`src/rtl/spi_pkg.sv`:
```
// Shared types and helpers for the SPI transaction sequencer.
package spi_pkg;

  localparam int BYTE_W = 8;

  typedef enum logic [2:0] {
    IDLE,
    SETUP,
    XFER,
    HOLD,
    GAP
  } state_t;

  function automatic int idx_width(input int n);
    return (n > 1) ? $clog2(n) : 1;
  endfunction

endpackage

```
`src/rtl/rr_arbiter.sv`:
```
// Combinational round-robin picker: first requester at or after ptr+1 (mod NUM_REQ).
module rr_arbiter
  import spi_pkg::*;
#(
  parameter int NUM_REQ = 2,
  parameter int IDX_W   = idx_width(NUM_REQ)
) (
  input  logic [NUM_REQ-1:0] req,
  input  logic [IDX_W-1:0]   ptr,
  output logic [NUM_REQ-1:0] gnt,
  output logic [IDX_W-1:0]   gnt_idx,
  output logic               any
);

  int unsigned cand;

  always_comb begin
    gnt     = '0;
    gnt_idx = '0;
    any     = 1'b0;
    cand    = 0;
    for (int unsigned k = 1; k <= NUM_REQ; k++) begin
      cand = (k + ptr) % NUM_REQ;
      if (!any && req[cand]) begin
        any       = 1'b1;
        gnt[cand] = 1'b1;
        gnt_idx   = IDX_W'(cand);
      end
    end
  end

endmodule

```
`src/rtl/spi_xfer_arbiter.sv`:
```
// Round-robin burst sequencer in front of a byte-level SPI engine:
// grants one client, frames its chip select and streams len bytes through the engine.
module spi_xfer_arbiter
  import spi_pkg::*;
#(
  parameter int NUM_REQ  = 2,
  parameter int MAX_LEN  = 16,
  parameter int LEN_W    = $clog2(MAX_LEN + 1),
  parameter int CS_SETUP = 4,
  parameter int CS_HOLD  = 4,
  parameter int CS_GAP   = 2
) (
  input  logic                      clk,
  input  logic                      arstn,
  input  logic [NUM_REQ-1:0]        req_valid,
  output logic [NUM_REQ-1:0]        req_ready,
  input  logic [NUM_REQ*LEN_W-1:0]  req_len,
  input  logic [NUM_REQ*BYTE_W-1:0] tx_data,
  output logic [NUM_REQ-1:0]        tx_pop,
  output logic [BYTE_W-1:0]         rx_data,
  output logic [NUM_REQ-1:0]        rx_valid,
  output logic [NUM_REQ-1:0]        done,
  output logic                      busy,
  output logic [NUM_REQ-1:0]        cs_n,
  output logic                      spi_ena,
  output logic [BYTE_W-1:0]         spi_tx_byte,
  input  logic [BYTE_W-1:0]         spi_rx_byte,
  input  logic                      spi_new_byte
);

  localparam int IDX_W = idx_width(NUM_REQ);
  localparam int T_MAX = (CS_SETUP > CS_HOLD) ?
                         ((CS_SETUP > CS_GAP) ? CS_SETUP : CS_GAP) :
                         ((CS_HOLD  > CS_GAP) ? CS_HOLD  : CS_GAP);
  localparam int CNT_W = $clog2(T_MAX + 1);

  state_t             state;
  logic [IDX_W-1:0]   rr_ptr;
  logic [IDX_W-1:0]   gnt_q;
  logic [LEN_W-1:0]   len_q;
  logic [LEN_W-1:0]   remaining;
  logic [CNT_W-1:0]   cnt;

  logic [NUM_REQ-1:0] arb_gnt;
  logic [IDX_W-1:0]   arb_idx;
  logic               arb_any;
  logic [LEN_W-1:0]   len_sel;
  logic [LEN_W-1:0]   len_grant;
  logic [BYTE_W-1:0]  tx_sel;

  rr_arbiter #(
    .NUM_REQ (NUM_REQ),
    .IDX_W   (IDX_W)
  ) u_arb (
    .req     (req_valid),
    .ptr     (rr_ptr),
    .gnt     (arb_gnt),
    .gnt_idx (arb_idx),
    .any     (arb_any)
  );

  always_comb begin
    len_sel   = req_len[arb_idx*LEN_W +: LEN_W];
    len_grant = (len_sel > LEN_W'(MAX_LEN)) ? LEN_W'(MAX_LEN) : len_sel;
    tx_sel    = tx_data[gnt_q*BYTE_W +: BYTE_W];
  end

  always_ff @(posedge clk or negedge arstn) begin
    if (!arstn) begin
      state       <= IDLE;
      rr_ptr      <= '0;
      gnt_q       <= '0;
      len_q       <= '0;
      remaining   <= '0;
      cnt         <= '0;
      cs_n        <= '1;
      spi_ena     <= 1'b0;
      spi_tx_byte <= '0;
      rx_data     <= '0;
      req_ready   <= '0;
      tx_pop      <= '0;
      rx_valid    <= '0;
      done        <= '0;
      busy        <= 1'b0;
    end else begin
      req_ready <= '0;
      tx_pop    <= '0;
      rx_valid  <= '0;
      done      <= '0;
      unique case (state)
        IDLE: begin
          if (arb_any) begin
            req_ready <= arb_gnt;
            rr_ptr    <= arb_idx;
            gnt_q     <= arb_idx;
            len_q     <= len_grant;
            busy      <= 1'b1;
            // Zero-length grants pass through HOLD with a zero count so done
            // lands one cycle after req_ready while cs_n stays high.
            if (len_grant == '0) begin
              cnt   <= '0;
              state <= HOLD;
            end else begin
              cs_n  <= ~arb_gnt;
              cnt   <= CNT_W'(CS_SETUP - 1);
              state <= SETUP;
            end
          end
        end
        SETUP: begin
          if (cnt == '0) begin
            spi_tx_byte   <= tx_sel;
            tx_pop[gnt_q] <= 1'b1;
            spi_ena       <= 1'b1;
            remaining     <= len_q;
            state         <= XFER;
          end else begin
            cnt <= cnt - 1'b1;
          end
        end
        XFER: begin
          if (len_q == LEN_W'(1)) spi_ena <= 1'b0;
          if (spi_new_byte) begin
            rx_data         <= spi_rx_byte;
            rx_valid[gnt_q] <= 1'b1;
            remaining       <= remaining - 1'b1;
            if (remaining > LEN_W'(1)) begin
              spi_tx_byte   <= tx_sel;
              tx_pop[gnt_q] <= 1'b1;
            end
            // Engine samples ena at byte boundaries: dropping it here lets exactly one more byte run.
            if (remaining == LEN_W'(2)) spi_ena <= 1'b0;
            if (remaining == LEN_W'(1)) begin
              cnt   <= CNT_W'(CS_HOLD - 1);
              state <= HOLD;
            end
          end
        end
        HOLD: begin
          if (cnt == '0) begin
            cs_n        <= '1;
            done[gnt_q] <= 1'b1;
            cnt         <= CNT_W'(CS_GAP - 1);
            state       <= GAP;
          end else begin
            cnt <= cnt - 1'b1;
          end
        end
        GAP: begin
          if (cnt == '0) begin
            busy  <= 1'b0;
            state <= IDLE;
          end else begin
            cnt <= cnt - 1'b1;
          end
        end
        default: state <= IDLE;
      endcase
    end
  end

endmodule

```
`config.mk`:
```
export PLATFORM = sky130hd
export DESIGN_NAME = spi_xfer_arbiter
export DESIGN_NICKNAME = d
export VERILOG_FILES = /design/src/rtl/spi_pkg.sv /design/src/rtl/rr_arbiter.sv /design/src/rtl/spi_xfer_arbiter.sv
export SDC_FILE = /design/constraint.sdc
export NUM_CORES = 1
export LEC_CHECK = 0
export CAP_MARGIN = 30
export CORE_MARGIN = 8
export CORE_UTILIZATION = 51
export CTS_CLUSTER_SIZE = 25
export DETAILED_ROUTE_END_ITERATION = 7
export MAX_ROUTING_LAYER = met4
export PLACE_DENSITY = 0.85
export SETUP_SLACK_MARGIN = 0.4
export SYNTH_ARGS = -nofsm -noshare
export SYNTH_HDL_FRONTEND = slang
export SYNTH_SLANG_ARGS = --single-unit
```
`constraint.sdc`:
```
create_clock -name clk -period 3.2 [get_ports clk]
set_clock_uncertainty 0.15 [all_clocks]
set_input_delay 0.48 -clock clk [delete_from_list [all_inputs] [get_ports clk]]
set_output_delay 0.48 -clock clk [all_outputs]
set_load 0.01 [all_outputs]
```
* After elaboration in Yosys (flattened, before gate mapping) *
Cells that the tools add are included.
W data, S select, Z words.

word-level totals
  flip-flop bits (word level) = 45
  output and inout bits = 28
  word-level logic and storage cells = 127

cells by class
  $add $sub $neg = 4
  multipliers = 1
  magnitude comparators = 8
  equality and inequality tests = 16
  shift-type cells = 2
  muxes and demuxes = 58
  bitwise logic cells = 2
  reductions and logical operators = 22

operator list
  cell                  number
  $mux W2               15
  $mux W3               9
  $mux W8               3
  $ne A2 B2 Y1 const B  9
  $mux W1               17
  $pmux W8 S2           1
  $shiftx A16 B5 Y8     1
  $mux W5               3
  $pmux W3 S5           1
  $pmux W3 S4           1
  $eq A5 B1 Y1 const B  2
  $pmux W5 S2           1
  $shiftx A10 B5 Y5     1
  $pmux W2 S2           2
  $reduce_and A4 Y1     2
  $eq A3 B2 Y1 const B  2
  $logic_not A3 Y1      2
  $lt A1 B2 Y1 const B  3
  $reduce_and A2 Y1     3
  $reduce_and A3 Y1     2
  $reduce_and A6 Y1     1
  $reduce_bool A2 Y1    3
  $eq A5 B2 Y1 const B  1
  $gt A5 B1 Y1 const B  1
  18 further kinds      27

* Longest topological paths before layout *
  depth after elaboration = 15
  depth in mapped cells = 8
  mapped depth without buffers = 7

* By module *
From an unflattened synthesis, not the netlist that was laid out.

second synthesis, totals
  cell total of the unflattened synthesis = 211
  area, all modules = 2368.5 um2

modules (own cells, without submodules)
  module            times used  cells each  area an instance (um2)
  spi_xfer_arbiter  1           206         2336.0
  rr_arbiter        1           5           32.5

* Least setup slack after synthesis *
OpenSTA, ideal clock, no wires.

  path kind = input -> register
  from = input port req_len[1]
  to = register cs_n[0]
  library setup time = 82 ps
  arrival time = 1643 ps
  required time = 2968 ps
  slack = 1325 ps
  cell stages on the path = 5
  path buffers = 0
  cell sequence = or4_4 -> nor3_2 -> a31oi_2 -> nor2b_4 -> mux2_4

on the way
  longest elaborated chain between the ends = 6

ends and longest elaborated chain
  element                               RTL line                 source
  from (decl)                           spi_xfer_arbiter.sv:17   input logic [NUM_REQ*LEN_W-1:0] req_len,
  $shiftx A10 B5 Y5 *                   spi_xfer_arbiter.sv:63   len_sel = req_len[arb_idx*LEN_W +: LEN_W];
  $gt A5 B5 Y1                          spi_xfer_arbiter.sv:64   len_grant = (len_sel > LEN_W'(MAX_LEN)) ? LEN_W'(MAX_LEN) : len_sel;
  $mux W5 *                             spi_xfer_arbiter.sv:64
  $logic_not A5 Y1 *                    spi_xfer_arbiter.sv:100  if (len_grant == '0) begin
  $ne A2 B2 Y1 (no source line) *       --
  $reduce_and A4 Y1 (no source line) *  --
  to (signal assigned)                  spi_xfer_arbiter.sv:104  cs_n <= ~arb_gnt;
  to (decl)                             spi_xfer_arbiter.sv:24   output logic [NUM_REQ-1:0] cs_n,

Mark *: on every way between the ends. The rest lies on a longest branch, timed or not.
A chain may end at the register's enable or synchronous reset.

* Worst setup path in the final report *
  from = input port req_valid[1]
  to = register cs_n[0]

on the way
  longest elaborated chain between the ends = 13

ends and longest elaborated chain
  element                                     RTL line                 source
  from (decl)                                 spi_xfer_arbiter.sv:15   input logic [NUM_REQ-1:0] req_valid,
  $mux W1 (not written as such) (2 in a row)  rr_arbiter.sv:24         if (!any && req[cand]) begin
  $mux W1                                     rr_arbiter.sv:24
  $logic_not A1 Y1                            rr_arbiter.sv:24
  $logic_and A1 B1 Y1                         rr_arbiter.sv:24
  $mux W1                                     rr_arbiter.sv:24
  $mul A1 B3 Y4                               spi_xfer_arbiter.sv:63
  $shiftx A10 B5 Y5                           spi_xfer_arbiter.sv:63
  $gt A5 B5 Y1                                spi_xfer_arbiter.sv:64
  $mux W5                                     spi_xfer_arbiter.sv:64
  $logic_not A5 Y1                            spi_xfer_arbiter.sv:100
  $ne A2 B2 Y1 (no source line)               --
  $reduce_and A4 Y1 (no source line)          --

Parallel ways exist; a longest one is shown, timed or not. The select of a mux whose other input is x is not followed.

==> results.ini <==
[synth]
ys_types = 49
synth_ff_type = dfrtp_1
ys_async_sr_fraction = 1.00
syn_area_mm2 = 0.00232
ys_warn_count = 0
syn_nets = 265
synth.avg_cell_area_um2 = 10.5
synth-edff-count = 0
ys_seq_area_frac = 0.486
synth_seq_cells = 45
syn-instance-count = 221

[cells_and_area]
fin_util = 0.713
drive_above_1_share = 0.118
fillers = 323
diodes = 0
register_area_mm2 = 0.00113
nNetsFinal = 330
multiInputGateArea_mm2 = 0.00112
area_growth_syn_to_layout_pct = 34.5
design_area_mm2 = 0.00313
final_cell_count_no_fill = 339

[floorplan]
rows = 24
coreArea_mm2 = 0.00438
start_util = 0.530
die_w_um = 83.5
pin_count = 67
die_h_um = 83.5
die-area_mm2 = 0.00697

[grt]
overflow = 0
antenna_found_initial = 0
grt_usage = 0.163
grt_pass1_vias = 1945
grt_pass1_wl_mm = 9.34
grt_max_degree = 27

[setup_path]
max_stage_delay_ns = 0.55
cp_max_fo = 8
start_kind = input port
required_ns = 3.28
critPathKind = in -> reg
crit_chain = clkdlybuf4s50_1 -> a21boi_4 -> nor3_2 -> a31oi_2 -> nor2b_4 -> mux2_4
crit_slowest_cell = clkdlybuf4s50_1
crit_path_end_kind = flop
worstPathArrival_ns = 2.27

[sta]
setup_ws_ns = 1.01
fin_crit_sh = 0.685
fin_hold_ws_ns = -0.0135
period_needed_ns = 2.19
fin_tns_setup_ns = 0
drv_slew = 0
setup_violations = 0
hold_viol = 19
worst_pin_slew_ns = 0.704
rsz0062_at_grt = no
relSlewSlack = 0.530
fmax_mhz = 456

[power]
peakVddDrop_mv = 0.507
p_total_mw = 2.70
seqPwrFrac = 0.394
p_int_mw = 1.71
power_leakage_nw = 1.37
p_switching_uw = 993
combPwrFrac = 0.453
powerDensity_mw_per_mm2 = 865
power.share.clock = 0.154
swShare = 0.367

[drt]
drc_errors = 0
viasPerCell = 5.53
ant_nets = 0
wl_per_cell_um = 15.6
vias = 1876
drtIter0Drc = 101
drt_wl_total_mm = 5.27
firstDrtPassIters = 4

[cts]
path_clk_slew_ns = 0.08
ctsHoldBuffers = 0
numCtsBuffers = 5
clock_sink_count = 45
clock-root-buffer = clkbuf_8
cts_tree = built
clock_latency_ns = 0.29
post-cts-setup-buffers = 0
cts_buffer_depth = 2
htree_num_levels = 2
postCtsResizedCells = 0

[run]
drv_cap = 0

[placed_design]
dp_cells = 331
place_hpwl_mm = 4.04
placed_area_mm2 = 0.00302
dp_slack_ns = 0.682
gp_congestion = 0.857
port_buffers = 66

[status]
violations = negative hold slack
run_status = finished, violations left

[min_path]
hp-class = in -> async

power by group through the flow:
| stage | registers (mW) | logic, mW | clock network, mW |
|---|---|---|---|
| 3_5_place_dp | 1.07 | 1.23 | 0 |
| 2_1_floorplan | 1.01 | 0.789 | 0 |
| 3_3_place_gp | 1.06 | 1.19 | 0 |
| 4_1_cts | 1.06 | 1.23 | 0.421 |
| 5_1_grt | 1.11 | 1.37 | 0.442 |
| 6_report | 1.06 | 1.22 | 0.415 |
path summary, 6_finish.rpt:
| kind | cells after the start | end | startpoint | slack, ns |
|---|---|---|---|---|
| min in group clk | 2 | spi_tx_byte[7] | spi_tx_byte[7] | 0.33 |
| min | 1 | remaining[2] | arstn | -0.01 |
| min reg2reg | 2 | spi_tx_byte[7] | spi_tx_byte[7] | 0.33 |
| max in group asynchronous | 2 | cs_n[1] | arstn | 2.34 |
| max | 6 | cs_n[0] | req_valid[1] | 1.01 |
| max reg2reg | 5 | cs_n[0] | gnt_q | 1.05 |
worst max-delay path, delay by kind of cell:
| family | cells | cell delay (ns) |
|---|---|---|
| AOI/OAI and AO/OA | 2 | 0.61 |
| buffers and inverters | 1 | 0.55 |
| and+or+nand+nor | 2 | 0.31 |
| muxes | 1 | 0.30 |
layout make-up:
cell class | instances | share of cell area
Timing Repair Buffer | 68 | 0.219
Clock buffer | 6 | 0.0232
Tap cell | 52 | 0.0208
Inverter | 6 | 0.00721
Multi-Input combinational cell | 160 | 0.358
Sequential cell | 45 | 0.361
Clock inverter | 2 | 0.0112
layout by cell type, fill, tap and decap left out, types with 2 or more instances in the layout:
cell type / instances
dfstp_2: 2
nand3b_1: 3
and3_1: 3
clkbuf_8: 5
xnor2_1: 2
dfrtp_1: 43
nand2_1: 19
mux2_2: 10
nand2b_1: 3
a31oi_1: 3
clkdlybuf4s50_1: 65
and2_1: 5
nor2_1: 16
nor4_1: 3
nor3_1: 7
a22oi_1: 2
o21ai_0: 20
o31ai_1: 5
nor2b_1: 2
a21o_1: 3
mux2i_1: 16
inv_1: 6
a21oi_1: 11
ha_1: 5
cells by family after synthesis:
| logic type | after synthesis | synth area share |
|---|---|---|
| buffers and inverters | 16 | 0.0328 |
| AOI/OAI and AO/OA | 54 | 0.157 |
| muxes | 27 | 0.124 |
| DFF | 45 | 0.486 |
| and+or+nand+nor | 72 | 0.166 |
| xor gates and xnor gates | 2 | 0.00754 |
| adders and majority gates | 5 | 0.0269 |
flip-flops by register name, summed over array words and instances (netlist names):
register,count
busy,1
cnt,3
cs_n,2
done,2
gnt_q,1
len_q,5
remaining,5
req_ready,2
rx_data,8
rx_valid,2
spi_ena,1
spi_tx_byte,8
state,3
tx_pop,2
routing by layer:
metal | up-vias | track usage | part of all wire
li1 | 917 | - | -
met1 | 899 | 0.200 | 0.47
met2 | 54 | 0.257 | 0.48
met3 | 6 | 0.0400 | 0.043
met4 | 0 | 0.0518 | 0.011
met5 | - | - | 0
cells in the mapped netlist, drive strengths merged, types with 2 or more instances:
master,number,share of area
dfrtp,43,0.46
o21ai,21,0.047
nand2,19,0.031
mux2i,16,0.069
nor2,16,0.026
a21oi,11,0.024
mux2,11,0.055
nor3,8,0.019
buf,7,0.018
inv,6,0.0097
and2,5,0.013
ha,5,0.027
o31ai,5,0.016
a31oi,4,0.013
and3,4,0.011
a21o,3,0.0097
clkbuf,3,0.0048
nand2b,3,0.0081
nand3b,3,0.0097
nor2b,3,0.011
nor4,3,0.0081
a22oi,2,0.0065
dfstp,2,0.023
xnor2,2,0.0075
Note: power is estimated with default switching activity, not from simulation.
